<file path="src/rtl/regs_forward_sb_pkg.sv">
// Shared types for the decode-stage forwarding/hazard unit.
package regs_forward_sb_pkg;
  typedef logic [4:0]  reg_addr_t;
  typedef logic [31:0] uint32_t;

  typedef struct packed {
    logic      valid;
    reg_addr_t waddr;
  } pend_entry_t;

  typedef struct packed {
    logic      we;
    reg_addr_t waddr;
    uint32_t   wrdata;
    logic      ready;
  } fwd_bus_t;
endpackage

</file>
<file path="src/rtl/regs_pend_table.sv">
// In-order table of outstanding long-latency register writes with
// per-read-port match and sole-head-match detection.
module regs_pend_table
  import regs_forward_sb_pkg::*;
#(
  parameter int READ_PORTS = 2,
  parameter int PEND_DEPTH = 4
) (
  input  logic                      clk,
  input  logic                      rst,
  input  logic                      push_i,
  input  logic [4:0]                push_waddr_i,
  input  logic                      pop_i,
  input  logic                      flush_i,
  input  logic [READ_PORTS-1:0][4:0] raddr_i,
  output logic [READ_PORTS-1:0]     match_o,
  output logic [READ_PORTS-1:0]     head_only_o,
  output logic                      full_o,
  output logic                      err_o
);
  localparam int PW = $clog2(PEND_DEPTH);
  localparam int CW = PW + 1;

  pend_entry_t tbl_q [PEND_DEPTH];
  pend_entry_t tbl_d [PEND_DEPTH];
  logic [PW-1:0] wr_q, wr_d, rd_q, rd_d;
  logic [CW-1:0] cnt_q, cnt_d;
  logic          err_q, err_d;
  logic          empty, push_ok, pop_ok;
  logic [READ_PORTS-1:0][PEND_DEPTH-1:0] hit;

  assign full_o  = (cnt_q == CW'(PEND_DEPTH));
  assign empty   = (cnt_q == '0);
  assign push_ok = push_i & ~full_o;
  assign pop_ok  = pop_i & ~empty;
  assign err_o   = err_q;

  // Both accepted implies 0 < count < depth, so wr and rd never collide.
  always_comb begin
    tbl_d = tbl_q;
    wr_d  = wr_q;
    rd_d  = rd_q;
    cnt_d = cnt_q;
    err_d = err_q;
    if (flush_i) begin
      for (int i = 0; i < PEND_DEPTH; i++) tbl_d[i] = '0;
      wr_d  = '0;
      rd_d  = '0;
      cnt_d = '0;
    end else begin
      err_d = err_q | (push_i & full_o) | (pop_i & empty);
      if (push_ok) begin
        tbl_d[wr_q] = '{valid: 1'b1, waddr: push_waddr_i};
        wr_d        = wr_q + 1'b1;
      end
      if (pop_ok) begin
        tbl_d[rd_q].valid = 1'b0;
        rd_d              = rd_q + 1'b1;
      end
      if (push_ok && !pop_ok)      cnt_d = cnt_q + 1'b1;
      else if (pop_ok && !push_ok) cnt_d = cnt_q - 1'b1;
    end
  end

  always_ff @(posedge clk) begin
    if (rst) begin
      for (int i = 0; i < PEND_DEPTH; i++) tbl_q[i] <= '0;
      wr_q  <= '0;
      rd_q  <= '0;
      cnt_q <= '0;
      err_q <= 1'b0;
    end else begin
      tbl_q <= tbl_d;
      wr_q  <= wr_d;
      rd_q  <= rd_d;
      cnt_q <= cnt_d;
      err_q <= err_d;
    end
  end

  always_comb begin
    for (int p = 0; p < READ_PORTS; p++) begin
      for (int i = 0; i < PEND_DEPTH; i++)
        hit[p][i] = tbl_q[i].valid && (tbl_q[i].waddr == raddr_i[p]) && (raddr_i[p] != '0);
      match_o[p]     = |hit[p];
      head_only_o[p] = (hit[p] == (PEND_DEPTH'(1) << rd_q));
    end
  end
endmodule

</file>
<file path="src/rtl/regs_forward_sb.sv">
// Decode operand forwarding and hazard resolution over in-flight stages and
// the pending long-latency table. Macro REGS_FWD_CMPL_BYPASS_EN enables the
// same-cycle completion bypass on a sole head match.
module regs_forward_sb
  import regs_forward_sb_pkg::*;
#(
  parameter int READ_PORTS  = 2,
  parameter int WRITE_PORTS = 1,
  parameter int FWD_STAGES  = 2,
  parameter int PEND_DEPTH  = 4
) (
  input  logic                                         clk,
  input  logic                                         rst,
  input  logic [READ_PORTS-1:0][4:0]                   regs_raddr_i,
  input  logic [READ_PORTS-1:0][31:0]                  regs_rddata_i,
  input  logic [FWD_STAGES-1:0][WRITE_PORTS-1:0]       fwd_we_i,
  input  logic [FWD_STAGES-1:0][WRITE_PORTS-1:0][4:0]  fwd_waddr_i,
  input  logic [FWD_STAGES-1:0][WRITE_PORTS-1:0][31:0] fwd_wrdata_i,
  input  logic [FWD_STAGES-1:0][WRITE_PORTS-1:0]       fwd_ready_i,
  input  logic                                         pend_req_i,
  input  logic [4:0]                                   pend_waddr_i,
  input  logic                                         cmpl_valid_i,
  input  logic [31:0]                                  cmpl_wrdata_i,
  input  logic                                         flush_i,
  output logic [READ_PORTS-1:0][31:0]                  regs_rddata_o,
  output logic                                         stall_o,
  output logic                                         pend_full_o,
  output logic                                         pend_err_o
);
  logic [READ_PORTS-1:0] pmatch, phead, port_stall;
  fwd_bus_t              bus;
  logic                  shit, srdy;
  uint32_t               sdat;

  regs_pend_table #(.READ_PORTS(READ_PORTS), .PEND_DEPTH(PEND_DEPTH)) u_pend (
    .clk          (clk),
    .rst          (rst),
    .push_i       (pend_req_i),
    .push_waddr_i (pend_waddr_i),
    .pop_i        (cmpl_valid_i),
    .flush_i      (flush_i),
    .raddr_i      (regs_raddr_i),
    .match_o      (pmatch),
    .head_only_o  (phead),
    .full_o       (pend_full_o),
    .err_o        (pend_err_o)
  );

`ifndef REGS_FWD_CMPL_BYPASS_EN
  logic unused_bypass;
  assign unused_bypass = ^{cmpl_wrdata_i, phead};
`endif

  // Scan oldest stage / lowest port first so the youngest, highest port hit lands last.
  always_comb begin
    bus  = '0;
    shit = 1'b0;
    srdy = 1'b0;
    sdat = '0;
    for (int p = 0; p < READ_PORTS; p++) begin
      regs_rddata_o[p] = regs_rddata_i[p];
      port_stall[p]    = 1'b0;
      shit = 1'b0;
      srdy = 1'b0;
      sdat = '0;
      for (int s = FWD_STAGES - 1; s >= 0; s--) begin
        for (int w = 0; w < WRITE_PORTS; w++) begin
          bus = '{we: fwd_we_i[s][w], waddr: fwd_waddr_i[s][w],
                  wrdata: fwd_wrdata_i[s][w], ready: fwd_ready_i[s][w]};
          if (bus.we && bus.waddr == regs_raddr_i[p]) begin
            shit = 1'b1;
            srdy = bus.ready;
            sdat = bus.wrdata;
          end
        end
      end
      if (regs_raddr_i[p] != '0) begin
        if (shit) begin
          if (srdy) regs_rddata_o[p] = sdat;
          else      port_stall[p]    = 1'b1;
        end else if (pmatch[p]) begin
`ifdef REGS_FWD_CMPL_BYPASS_EN
          if (phead[p] && cmpl_valid_i) regs_rddata_o[p] = cmpl_wrdata_i;
          else                          port_stall[p]    = 1'b1;
`else
          port_stall[p] = 1'b1;
`endif
        end
      end
    end
  end

  assign stall_o = |port_stall;
endmodule

</file>
<file path="config.mk">
export PLATFORM = sky130hd
export DESIGN_NAME = regs_forward_sb
export DESIGN_NICKNAME = d
export VERILOG_FILES = /design/src/rtl/regs_forward_sb_pkg.sv /design/src/rtl/regs_pend_table.sv /design/src/rtl/regs_forward_sb.sv
export SDC_FILE = /design/constraint.sdc
export NUM_CORES = 1
export LEC_CHECK = 0
export BUFFER_PORTS_ARGS = -buffer_cell sky130_fd_sc_hd__buf_2
export CAP_MARGIN = 20
export CORE_AREA = 2 2 102 104
export DETAILED_ROUTE_END_ITERATION = 8
export DIE_AREA = 0 0 104 106
export PLACE_DENSITY = 0.77
export SLEW_MARGIN = 10
export SYNTH_ARGS = -nofsm -noshare
export SYNTH_HDL_FRONTEND = slang
export SYNTH_HIERARCHICAL = 1
export SYNTH_SLANG_ARGS = --single-unit
</file>
<file path="constraint.sdc">
create_clock -name clk -period 3 [get_ports clk]
set_clock_uncertainty 0.05 [all_clocks]
set_input_delay 0.3 -clock clk [delete_from_list [all_inputs] [get_ports clk]]
set_output_delay 0.3 -clock clk [all_outputs]
set_load 0.005 [all_outputs]
</file>
==> results.md <==
* Run status: finished clean
* 1st-iter DRT viols at 236
* Total length of routed wires at 13,220 microns
* Cells after synthesis at 427
* Crit path max fanout at 17
* Area Growth Syn to Fin at 33.31%
* Syn Nets at 631
* Reg2reg start: u_pend/cnt_q[1]$_SDFFE_PP0P_
* Tot Pwr at 1.296 mW
* Fin. max-slew vios at 0
* Flop2flop setup slack at 0.76 ns
* Worst path required time at 2.65 ns
* Worst-path clk slew at 0.07 ns
* # resized after CTS at 0
* Initial antenna violation count at 1
* Min-delay worst type: in2reg
* Layout cell share with drive strength beyond 1 at 46.39%
* Crit path kind: in2out
* Clock sink count at 32
* GRT Util Overall at 22.15%
* # IOs at 261
* Design Area, Final at 5147 sq um
* Worst Hold Margin at 0.1261 ns
* TritonRoute pass-1 iters at 5
* Reg area at 640.6 sq um
* Clock Power Share at 26.2%
* DP HPWL at 10,550 microns
* Crit end category: output port
* Post-CTS Hold Fix Bufs at 0
* Total grt overflow at 0
* Die W at 104 microns
* Root Driver: clkbuf_8
* Fin. Hold Viols at 0
* Maximum VDD drop at 0.0003691 V
* Synthesized cell area at 3861 sq um
* Most frequent CP cell: buf_2
* Routed WL per cell at 17.06 microns
* Die area at 11,020 sq um
* CP cell instances: buf_2, xor2_1, nor4_1, nand4b_2, buf_12, o32a_1, o21a_1, buf_2
* Worst slew pin tran at 0.5460 ns
* Core box area at 10000 sq um
* Remaining DRCs at 0
* Largest stage delay on the critical path at 0.53 ns
* RSZ-0062 raised after global routing: false
* Fin crit share at 92.42%
* Post-CTS setup buffers at 0
* Initial core utilization at 38.61%
* Total of max-cap violations at 0
* Worst-skew pair later-pin latency at 0.28 ns
* I/O Buffers at 228
* Yosys warning total at 6
* Fillers at 934
* Final TNS setup at 0 ns
* Power density cells at 251.9 nW/um^2
* Final setup viols at 0
* Pin count of the biggest net entering global routing at 33
* Final net count at 841
* Fmax at 0.3607 GHz
* Area used by multi-input combinational logic at 2879 sq um
* CTS H-tree lvls at 2
* Internal power at 0.8856 mW
* Mapped Avg Cell Area at 9.043 sq um
* Routed vias/inst at 5.490
* Comb power frac at 39.0%
* Rel. slew slack at 63.26%
* Hold path depth at 2
* Seq pwr share at 34.9%
* CTS tree: yes
* GPL Wtd Cong at 0.9129
* Hold_sp: rst
* Leak at 2.223 nW
* WP data arrival at 2.42 ns
* Worst Setup SP: regs_raddr_i[8]
* Global-route wire length before repair at 20,220 microns
* Kind of start point of the critical path: primary input
* Placed instance area at 5051 sq um
* Minimum clock period at 2.773 ns
* Vias at 4,255
* Worst Reg-to-Reg Cells at 8
* Switching Power at 0.4109 mW
* FP Rows at 37
* CTS buffer count at 5
* Sw frac at 31.69%
* CP max-delay cell: nor4_1
* Die Ht at 106 microns
* DRT antenna net count at 0
* Vias in the first global route at 4,137
* Maximum root-to-sink buffer count at 2
## per-layer routing
| layer | GRT usage (%) | vias up | share of wire, % |
|---|---|---|---|
| met5 | 0 | - | 0.083 |
| met4 | 7.915 | 2 | 2.7 |
| met2 | 41.07 | 206 | 50 |
| met1 | 24.37 | 1985 | 39 |
| li1 | - | 2032 | - |
| met3 | 5.702 | 30 | 8.5 |
## worst max-delay path, delay by kind of cell
kind / cells / cell delay, ns
buffers and inverters: 3 / 0.62
AND/OR/NAND/NOR: 2 / 1.01
XOR/XNOR: 1 / 0.17
AO/OA/AOI/OAI: 2 / 0.31
## area by class of cell
| class | instances | share of cell area, % |
|---|---|---|
| multi-input cells | 342 | 55.93 |
| repair buffers | 245 | 25.62 |
| flip-flops and latches | 32 | 12.45 |
| well taps | 136 | 3.306 |
| clock buffers | 7 | 1.677 |
| inverters | 11 | 0.8264 |
| clock inverters | 1 | 0.1458 |
| diodes | 1 | 0.04861 |
## placed cells by master, fill, tap and decap left out, types with 2 or more instances in the layout
cell type  count
nor4_1        10
clkbuf_8       6
inv_1         10
nand2_1       26
a221oi_1       4
and2_1         3
buf_2        228
a22o_1        32
or4_4          2
a21oi_1       22
dfxtp_1       32
buf_4         13
buf_12         4
mux2_4        30
mux2_1         2
ha_1           9
o32a_1        32
o21a_1        34
xor2_1        19
mux2i_1        3
nand4_1       10
nor3_1         4
or4_1          5
nor2_4         2
nor2_1        11
xnor2_1       44
nand3_1       20
## through the flow
step,worst slack [ns],util [%],instances
finish,0.2274,51.48,775
global route,0.1422,51.45,774
CTS,0.2267,51.45,774
detailed placement,0.2377,50.51,766
global placement,0.2602,50.51,766
floorplan,0.4943,-,427
## path summary, 6_finish.rpt
kind,endpoint
hold reg to reg,u_pend/err_o$_SDFFE_PP0N_
setup / recovery,regs_rddata_o[51]
hold / removal,u_pend/err_o$_SDFFE_PP0N_
setup reg to reg,u_pend/cnt_q[2]$_SDFFE_PP0P_
## power by group through the flow
stage	Combinational [mW]	Clock, mW	Sequential, mW
6_report	0.505	0.339	0.452
5_1_grt	0.547	0.364	0.454
4_1_cts	0.504	0.343	0.452
3_5_place_dp	0.501	0	0.462
3_3_place_gp	0.488	0	0.460
2_1_floorplan	0.273	0	0.458
Note: power is estimated with default switching activity, not from simulation.
